**src/rtl/audio_sample_decimator_pkg.sv**
```systemverilog
// Shared audio constants and elaboration helpers for the APU output stage.
package audio_sample_decimator_pkg;

  localparam int APU_SAMPLE_WIDTH = 9;
  localparam int MAX_OUT_WIDTH    = 16;

  function automatic int clog2(input int value);
    int result;
    result = 0;
    while ((32'sd1 << result) < value) begin
      result = result + 1;
    end
    return result;
  endfunction

endpackage

```
**src/rtl/audio_sample_decimator_sync_fifo.sv**
```systemverilog
// First-word fall-through FIFO with registered head, valid and level outputs.
module sync_fifo #(
  parameter int WIDTH      = 8,
  parameter int DEPTH_LOG2 = 4
) (
  input  logic                  i_clk,
  input  logic                  i_rst_n,
  input  logic                  i_push,
  input  logic [WIDTH-1:0]      i_data,
  input  logic                  i_pop,
  output logic                  o_valid,
  output logic [WIDTH-1:0]      o_data,
  output logic                  o_full,
  output logic [DEPTH_LOG2:0]   o_level
);

  localparam int PW = DEPTH_LOG2 + 1;

  logic [WIDTH-1:0] mem_r [2**DEPTH_LOG2];
  logic [PW-1:0]    wr_ptr_r;
  logic [PW-1:0]    rd_ptr_r;
  logic [PW-1:0]    level_r;
  logic             valid_r;
  logic [WIDTH-1:0] data_r;

  logic             pop_s;
  logic             push_s;
  logic [PW-1:0]    wr_next_s;
  logic [PW-1:0]    rd_next_s;
  logic [PW-1:0]    level_next_s;

  assign o_full  = level_r[DEPTH_LOG2];
  assign o_valid = valid_r;
  assign o_data  = data_r;
  assign o_level = level_r;

  // A full FIFO still accepts a push when the head leaves in the same cycle.
  always_comb begin
    pop_s  = i_pop & valid_r;
    push_s = i_push & (~o_full | pop_s);
    wr_next_s    = wr_ptr_r + {{DEPTH_LOG2{1'b0}}, push_s};
    rd_next_s    = rd_ptr_r + {{DEPTH_LOG2{1'b0}}, pop_s};
    level_next_s = wr_next_s - rd_next_s;
  end

  always_ff @(posedge i_clk) begin
    if (push_s) begin
      mem_r[wr_ptr_r[DEPTH_LOG2-1:0]] <= i_data;
    end
  end

  // Head register looks one cycle ahead so it is valid together with o_valid.
  always_ff @(posedge i_clk or negedge i_rst_n) begin
    if (!i_rst_n) begin
      wr_ptr_r <= '0;
      rd_ptr_r <= '0;
      level_r  <= '0;
      valid_r  <= 1'b0;
      data_r   <= '0;
    end else begin
      wr_ptr_r <= wr_next_s;
      rd_ptr_r <= rd_next_s;
      level_r  <= level_next_s;
      valid_r  <= (level_next_s != '0);
      if (level_next_s != '0) begin
        if (push_s && (wr_ptr_r[DEPTH_LOG2-1:0] == rd_next_s[DEPTH_LOG2-1:0])) begin
          data_r <= i_data;
        end else begin
          data_r <= mem_r[rd_next_s[DEPTH_LOG2-1:0]];
        end
      end else begin
        data_r <= data_r;
      end
    end
  end

endmodule

```
**src/rtl/audio_sample_decimator.sv**
```systemverilog
// Box-filter decimator, rounding/saturating width converter and output FIFO
// between the APU sample stream and the host/DAC sink.
module audio_sample_decimator
  import audio_sample_decimator_pkg::*;
#(
  parameter int IN_WIDTH        = APU_SAMPLE_WIDTH,
  parameter int OUT_WIDTH       = 8,
  parameter int DECIM_LOG2      = 2,
  parameter int FIFO_DEPTH_LOG2 = 4
) (
  input  logic                       i_clk,
  input  logic                       i_rst_n,
  input  logic                       i_enable,
  input  logic                       i_sample_valid,
  input  logic [IN_WIDTH-1:0]        i_sample,
  output logic                       o_valid,
  output logic [OUT_WIDTH-1:0]       o_sample,
  input  logic                       i_ready,
  output logic [FIFO_DEPTH_LOG2:0]   o_level,
  output logic                       o_overflow,
  input  logic                       i_clear_overflow
);

  localparam int ACC_W   = IN_WIDTH + DECIM_LOG2;
  localparam int PHASE_W = (DECIM_LOG2 > 0) ? DECIM_LOG2 : 1;
  localparam logic [PHASE_W-1:0] PHASE_MAX = PHASE_W'((2 ** DECIM_LOG2) - 1);

  logic [ACC_W-1:0]     acc_r;
  logic [PHASE_W-1:0]   phase_r;
  logic                 stage_valid_r;
  logic [OUT_WIDTH-1:0] stage_data_r;
  logic                 overflow_r;

  logic [ACC_W-1:0]     sum_s;
  logic [IN_WIDTH-1:0]  avg_s;
  logic [OUT_WIDTH-1:0] conv_s;
  logic                 strobe_s;
  logic                 last_s;
  logic                 fifo_full_s;
  logic                 drop_s;

  always_comb begin
    strobe_s = i_sample_valid & i_enable;
    last_s   = (phase_r == PHASE_MAX);
    sum_s    = acc_r + ACC_W'(i_sample);
    avg_s    = IN_WIDTH'(sum_s >> DECIM_LOG2);
  end

  generate
    if (OUT_WIDTH < IN_WIDTH) begin : g_narrow
      localparam int SH = IN_WIDTH - OUT_WIDTH;
      localparam logic [IN_WIDTH:0] HALF_LSB = (IN_WIDTH + 1)'(2 ** (SH - 1));
      logic [IN_WIDTH:0] rnd_s;
      // Round half up; a carry into bit IN_WIDTH means the result would wrap.
      always_comb begin
        rnd_s = {1'b0, avg_s} + HALF_LSB;
        if (rnd_s[IN_WIDTH]) begin
          conv_s = '1;
        end else begin
          conv_s = OUT_WIDTH'(rnd_s >> SH);
        end
      end
    end else if (OUT_WIDTH == IN_WIDTH) begin : g_pass
      always_comb begin
        conv_s = avg_s;
      end
    end else begin : g_wide
      localparam int REPS = (OUT_WIDTH / IN_WIDTH) + 1;
      logic [REPS*IN_WIDTH-1:0] rep_s;
      // Bit replication keeps full scale at full scale when widening.
      always_comb begin
        rep_s  = {REPS{avg_s}};
        conv_s = OUT_WIDTH'(rep_s >> (REPS * IN_WIDTH - OUT_WIDTH));
      end
    end
  endgenerate

  always_ff @(posedge i_clk or negedge i_rst_n) begin
    if (!i_rst_n) begin
      acc_r         <= '0;
      phase_r       <= '0;
      stage_valid_r <= 1'b0;
      stage_data_r  <= '0;
    end else begin
      if (!i_enable) begin
        acc_r   <= '0;
        phase_r <= '0;
      end else if (i_sample_valid) begin
        if (last_s) begin
          acc_r   <= '0;
          phase_r <= '0;
        end else begin
          acc_r   <= sum_s;
          phase_r <= phase_r + PHASE_W'(1);
        end
      end else begin
        acc_r   <= acc_r;
        phase_r <= phase_r;
      end
      if (strobe_s && last_s) begin
        stage_valid_r <= 1'b1;
        stage_data_r  <= conv_s;
      end else begin
        stage_valid_r <= 1'b0;
        stage_data_r  <= stage_data_r;
      end
    end
  end

  sync_fifo #(
    .WIDTH      (OUT_WIDTH),
    .DEPTH_LOG2 (FIFO_DEPTH_LOG2)
  ) u_fifo (
    .i_clk   (i_clk),
    .i_rst_n (i_rst_n),
    .i_push  (stage_valid_r),
    .i_data  (stage_data_r),
    .i_pop   (i_ready),
    .o_valid (o_valid),
    .o_data  (o_sample),
    .o_full  (fifo_full_s),
    .o_level (o_level)
  );

  assign drop_s     = stage_valid_r & fifo_full_s & ~(o_valid & i_ready);
  assign o_overflow = overflow_r;

  // A drop in the same cycle as a clear request wins.
  always_ff @(posedge i_clk or negedge i_rst_n) begin
    if (!i_rst_n) begin
      overflow_r <= 1'b0;
    end else if (drop_s) begin
      overflow_r <= 1'b1;
    end else if (i_clear_overflow) begin
      overflow_r <= 1'b0;
    end else begin
      overflow_r <= overflow_r;
    end
  end

endmodule

```
**config.mk**
```make
export PLATFORM = sky130hd
export DESIGN_NAME = audio_sample_decimator
export DESIGN_NICKNAME = d
export VERILOG_FILES = /design/src/rtl/audio_sample_decimator_pkg.sv /design/src/rtl/audio_sample_decimator_sync_fifo.sv /design/src/rtl/audio_sample_decimator.sv
export SDC_FILE = /design/constraint.sdc
export NUM_CORES = 1
export LEC_CHECK = 0
export ABC_CLOCK_PERIOD_IN_PS = 6200
export CORE_ASPECT_RATIO = 1.4
export CORE_MARGIN = 1.5
export CORE_UTILIZATION = 30
export DETAILED_ROUTE_END_ITERATION = 7
export GPL_ROUTABILITY_DRIVEN = 0
export HOLD_SLACK_MARGIN = 0.12
export PLACE_DENSITY = 0.43
export SYNTH_ARGS = -nofsm -noshare
export SYNTH_HDL_FRONTEND = slang
export SYNTH_HIERARCHICAL = 1
export SYNTH_SLANG_ARGS = --single-unit
```
**constraint.sdc**
```tcl
create_clock -name i_clk -period 6.2 [get_ports i_clk]
set_input_delay 0.62 -clock i_clk [delete_from_list [all_inputs] [get_ports i_clk]]
set_output_delay 0.62 -clock i_clk [all_outputs]
set_load 0.02 [all_outputs]
```
==> impl_metrics.csv <==
group,metric,value,unit
outcome,run_status,"finished, final reports clean",
worst_setup_path,cp.buffers_inverters,3,
cts,clock_latency_of_the_later_clocked_register_in_the_worst_skew_pair,0.43,ns
sta,setup_repair_after_global_routing_missed_its_margin,"no",
yosys,yosysTopAreaCellShare,48.8,%
floorplan,design.portCount,30,
yosys,synth_top_area_cell,"sky130_fd_sc_hd__edfxtp_1",
floorplan,initial_core_util,30.4,%
cts,tritoncts,"yes",
grt,grt_use_total,13.9,%
sta,finalSetupViolations,0,
worst_setup_path,regToRegStartpoint,"u_fifo/o_valid$_DFF_PN0_",
cts,cts_setup_buffers,0,
drt,drt_drc_violations_left,0,
finish,fin_area,9150,um^2
sta,fraction_of_the_cycle_the_final_worst_path_needs,65.6,%
power,netSwitchingFraction,33.0,%
worst_setup_path,cp_peak_stage_delay,0.62,ns
placed_design,placed_cell_area,8540,um^2
finish,ratio_of_cells_with_drive_above_1_in_the_final_layout,20.7,%
yosys,postSynthRegisterBits,175,
floorplan,placement_rows,70,
drt,routed-via-count,4124,
worst_setup_path,reg2reg_slack,2.43,ns
power,power.internal,2.80,mW
grt,grt_pass1_wl,27200,um
yosys,synth-edff-count,128,
yosys,ys_dominant_reg_cell,"sky130_fd_sc_hd__edfxtp_1",
floorplan,die_width,140,um
worst_setup_path,worst_path_maximum_fanout,9,
cts,numCtsBuffers,17,
yosys,synth.yosys.warnings,6,
yosys,post_synthesis_cell_area,7870,um^2
finish,count_of_inserted_antenna_diode_cells,0,
drt,drt-total-wl,17800,um
power,pwr-share-seq,36.6,%
worst_setup_path,critical-path-top-delay-family,"compound AO/OA/AOI/OAI gates",
worst_setup_path,timing.critical_path.mode_cell,"sky130_fd_sc_hd__inv_1",
worst_setup_path,critical-path-slowest-cell,"sky130_fd_sc_hd__nor4_4",
placed_design,detailed_place_hpwl,12100,um
worst_setup_path,worst-endpoint-arrival,4.38,ns
sta,hold_viol_final,0,
run,cap_viol_max_count,0,
yosys,post_synth.cell_area_avg,16.3,um^2
floorplan,dieArea,27200,um^2
power,powerDensity,457,nW/um^2
grt,grt.overflow.total,0,
grt,pin_count_of_the_biggest_net_entering_global_routing,48,
sta,timing_worst_slew_pin_value,1.12,ns
finish,filler_cell_count,2492,
worst_setup_path,critical_path.startpoint_type,"input port",
power,peakVddDrop,0.199,mV
power,switching_power,1.38,mW
sta,period_minus_slack,4.07,ns
finish,nets,559,
floorplan,floorplan.core_area,25900,um^2
yosys,synth_cell_types,57,
worst_setup_path,ff2ff_path_depth,12,
worst_setup_path,cp_cell_sequence,"clkdlybuf4s50_1 > nand2_1 > a21boi_1 > ha_1 > xor2_1 > inv_1 > fa_1 > inv_1 > a21o_1 > a21oi_1 > xor3_1 > nor4_4 > mux2_2",
worst_setup_path,worst_path_class_setup,"input port to flop",
worst_setup_path,rr_endpoint,"u_fifo/o_data[4]$_DFFE_PN0P_",
drt,via_per_inst,4.80,
sta,setup_ws,2.13,ns
floorplan,fp.dieH,195,um
cts,cts.clk_slew.worst_paths,0.06,ns
drt,drt_pass1_iterations,4,
sta,totalNegativeSetupSlack,0,ns
cts,postCtsHoldBufs,0,
grt,grt_pass1_vias,4490,
drt,wl_per_cell,20.7,um
power,pwr-share-comb,37.1,%
sta,fmax,246,MHz
yosys,asyncSetResetFlopFracSynth,26.9,%
power,clockPowerShare,26.3,%
finish,syn2layout_area_growth,16.2,%
cts,clk_root_buffer_cell,"sky130_fd_sc_hd__clkbuf_16",
cts,cts_num_sinks,175,
placed_design,port_buffers,29,
yosys,mappedNetlistNets,521,
placed_design,dpl_worst_slack,1.66,ns
grt,antenna_found_initial,0,
cts,cts_htree_levels,4,
sta,timing.final.max_slew_violations,0,
power,p_leak,3.34,nW
worst_hold_path,worstHoldPathType,"input port to async pin",
yosys,seq_area_frac_synth,63.8,%
cts,clock_tree.buffer_depth,2,
cts,cts.repair.resized,0,
drt,drt-initial-drc-count,173,
sta,clock_skew,0.00930,ns
yosys,syn-instance-count,484,
yosys,netlist_top_cells_area,"sky130_fd_sc_hd__edfxtp_1 49%, sky130_fd_sc_hd__dfrtp_1 15%, sky130_fd_sc_hd__mux4_2 9.2%",
worst_setup_path,critPathCaptureType,"flop",
worst_setup_path,cp_data_required_time,6.51,ns
drt,remaining_number_of_nets_flagged_by_the_antenna_check_after_routing,0,
sta,slew_headroom,25.3,%
-- area by class of cell --
class	instances	area [um^2]	area share [%]
well taps	324	405	4.43
clock buffers	20	447	4.88
clock inverters	12	158	1.72
flip-flops and latches	175	5020	54.9
repair buffers	37	345	3.78
multi-input cells	274	2710	29.6
inverters	17	63.8	0.698
-- Yosys cell counts (6+ instances only) --
cell type / number
sky130_fd_sc_hd__edfxtp_1: 128
sky130_fd_sc_hd__dfrtp_1: 47
sky130_fd_sc_hd__mux4_2: 32
sky130_fd_sc_hd__nor2_1: 31
sky130_fd_sc_hd__mux2i_1: 26
sky130_fd_sc_hd__ha_1: 20
sky130_fd_sc_hd__nor2b_1: 19
sky130_fd_sc_hd__inv_1: 17
sky130_fd_sc_hd__a21oi_1: 16
sky130_fd_sc_hd__mux2_2: 16
sky130_fd_sc_hd__nand2_1: 11
sky130_fd_sc_hd__clkbuf_1: 9
sky130_fd_sc_hd__xnor2_1: 9
sky130_fd_sc_hd__xor2_1: 9
sky130_fd_sc_hd__nand3_1: 7
sky130_fd_sc_hd__o21ai_0: 7
sky130_fd_sc_hd__nand2b_1: 6
-- layer usage --
| metal | GRT usage [%] | share of wire, % |
|---|---|---|
| met1 | 14.9 | 39 |
| met2 | 26.7 | 57 |
| met3 | 2.98 | 3.1 |
| met4 | 4.44 | 1.3 |
| met5 | 0 | 0 |
-- worst max-delay path by stage --
stage | start | end | slack (ns) | cells past startpoint
final | i_ready | u_fifo/o_data[4]$_DFFE_PN0P_ | 2.13 | 13
after floorplan | i_ready | u_fifo/o_data[0]$_DFFE_PN0P_ | 2.51 | 13
after CTS | i_ready | u_fifo/o_data[4]$_DFFE_PN0P_ | 2.11 | 12
after detailed placement | i_ready | u_fifo/o_data[4]$_DFFE_PN0P_ | 1.66 | 12
after global routing | i_ready | u_fifo/o_data[7]$_DFFE_PN0P_ | 1.89 | 12
after global placement | i_ready | u_fifo/o_data[7]$_DFFE_PN0P_ | 1.81 | 12
-- cells in the final DEF (no fill, tap or decap), types with 3 or more instances in the layout --
| master | Yosys | layout |
|---|---|---|
| sky130_fd_sc_hd__nand2b_1 | 6 | 6 |
| sky130_fd_sc_hd__o21ai_1 | 3 | 3 |
| sky130_fd_sc_hd__clkbuf_16 | 0 | 17 |
| sky130_fd_sc_hd__xnor2_1 | 9 | 9 |
| sky130_fd_sc_hd__nor2_1 | 31 | 31 |
| sky130_fd_sc_hd__a31oi_1 | 5 | 5 |
| sky130_fd_sc_hd__dfrtp_1 | 47 | 47 |
| sky130_fd_sc_hd__mux2i_1 | 26 | 26 |
| sky130_fd_sc_hd__ha_1 | 20 | 19 |
| sky130_fd_sc_hd__buf_4 | 3 | 8 |
| sky130_fd_sc_hd__inv_1 | 17 | 17 |
| sky130_fd_sc_hd__nor3_1 | 5 | 5 |
| sky130_fd_sc_hd__nand3_1 | 7 | 7 |
| sky130_fd_sc_hd__a21oi_1 | 16 | 16 |
| sky130_fd_sc_hd__clkinv_2 | 0 | 3 |
| sky130_fd_sc_hd__a21boi_0 | 3 | 3 |
| sky130_fd_sc_hd__bufinv_16 | 0 | 3 |
| sky130_fd_sc_hd__nand2_1 | 11 | 11 |
| sky130_fd_sc_hd__o21ai_0 | 7 | 7 |
| sky130_fd_sc_hd__inv_6 | 0 | 4 |
| sky130_fd_sc_hd__edfxtp_1 | 128 | 128 |
| sky130_fd_sc_hd__mux4_2 | 32 | 32 |
| sky130_fd_sc_hd__nor2b_1 | 19 | 19 |
| sky130_fd_sc_hd__xor2_1 | 9 | 9 |
| sky130_fd_sc_hd__xnor2_2 | 3 | 3 |
| sky130_fd_sc_hd__mux2_2 | 16 | 16 |
| sky130_fd_sc_hd__clkdlybuf4s50_1 | 0 | 28 |
| sky130_fd_sc_hd__nand3b_1 | 4 | 4 |
-- cell families after synthesis --
| group | Yosys count | synth area share (%) |
|---|---|---|
| adder cells (fa/ha/maj) | 22 | 3.69 |
| multiplexers | 74 | 14.7 |
| buffers and inverters | 35 | 1.88 |
| flip-flops | 175 | 63.8 |
| AND/OR/NAND/NOR | 99 | 7.14 |
| XOR/XNOR | 26 | 4.04 |
| AO/OA/AOI/OAI | 53 | 4.75 |
-- sequential cells by signal (all words and copies together), names as in the netlist --
register and count:
u_fifo/mem_r 128, u_fifo/o_data 8, stage_valid_r 1, o_overflow 1, phase_r 2, u_fifo/wr_ptr_r 5, u_fifo/o_level 5, u_fifo/o_valid 1
stage_data_r 8, acc_r 11, u_fifo/rd_ptr_r 5
-- metrics by stage --
stage	util, %	cells	hold WS [ns]	power [mW]
global placement	32.9	827	0.501	3.15
global route	35.3	859	0.484	4.41
CTS	35.3	859	0.443	4.27
floorplan	-	484	0.324	2.62
detailed placement	32.9	827	0.487	3.16
finish	35.3	859	0.397	4.18
-- power by group through the flow --
stage | clock [mW] | sequential (mW) | combinational, mW
after detailed placement | 0 | 1.57 | 1.60
final | 1.10 | 1.53 | 1.55
after CTS | 1.13 | 1.54 | 1.60
after global placement | 0 | 1.56 | 1.59
after floorplan | 0 | 1.55 | 1.07
after global routing | 1.17 | 1.55 | 1.68
No activity file was read; power rests on OpenSTA's default activity.
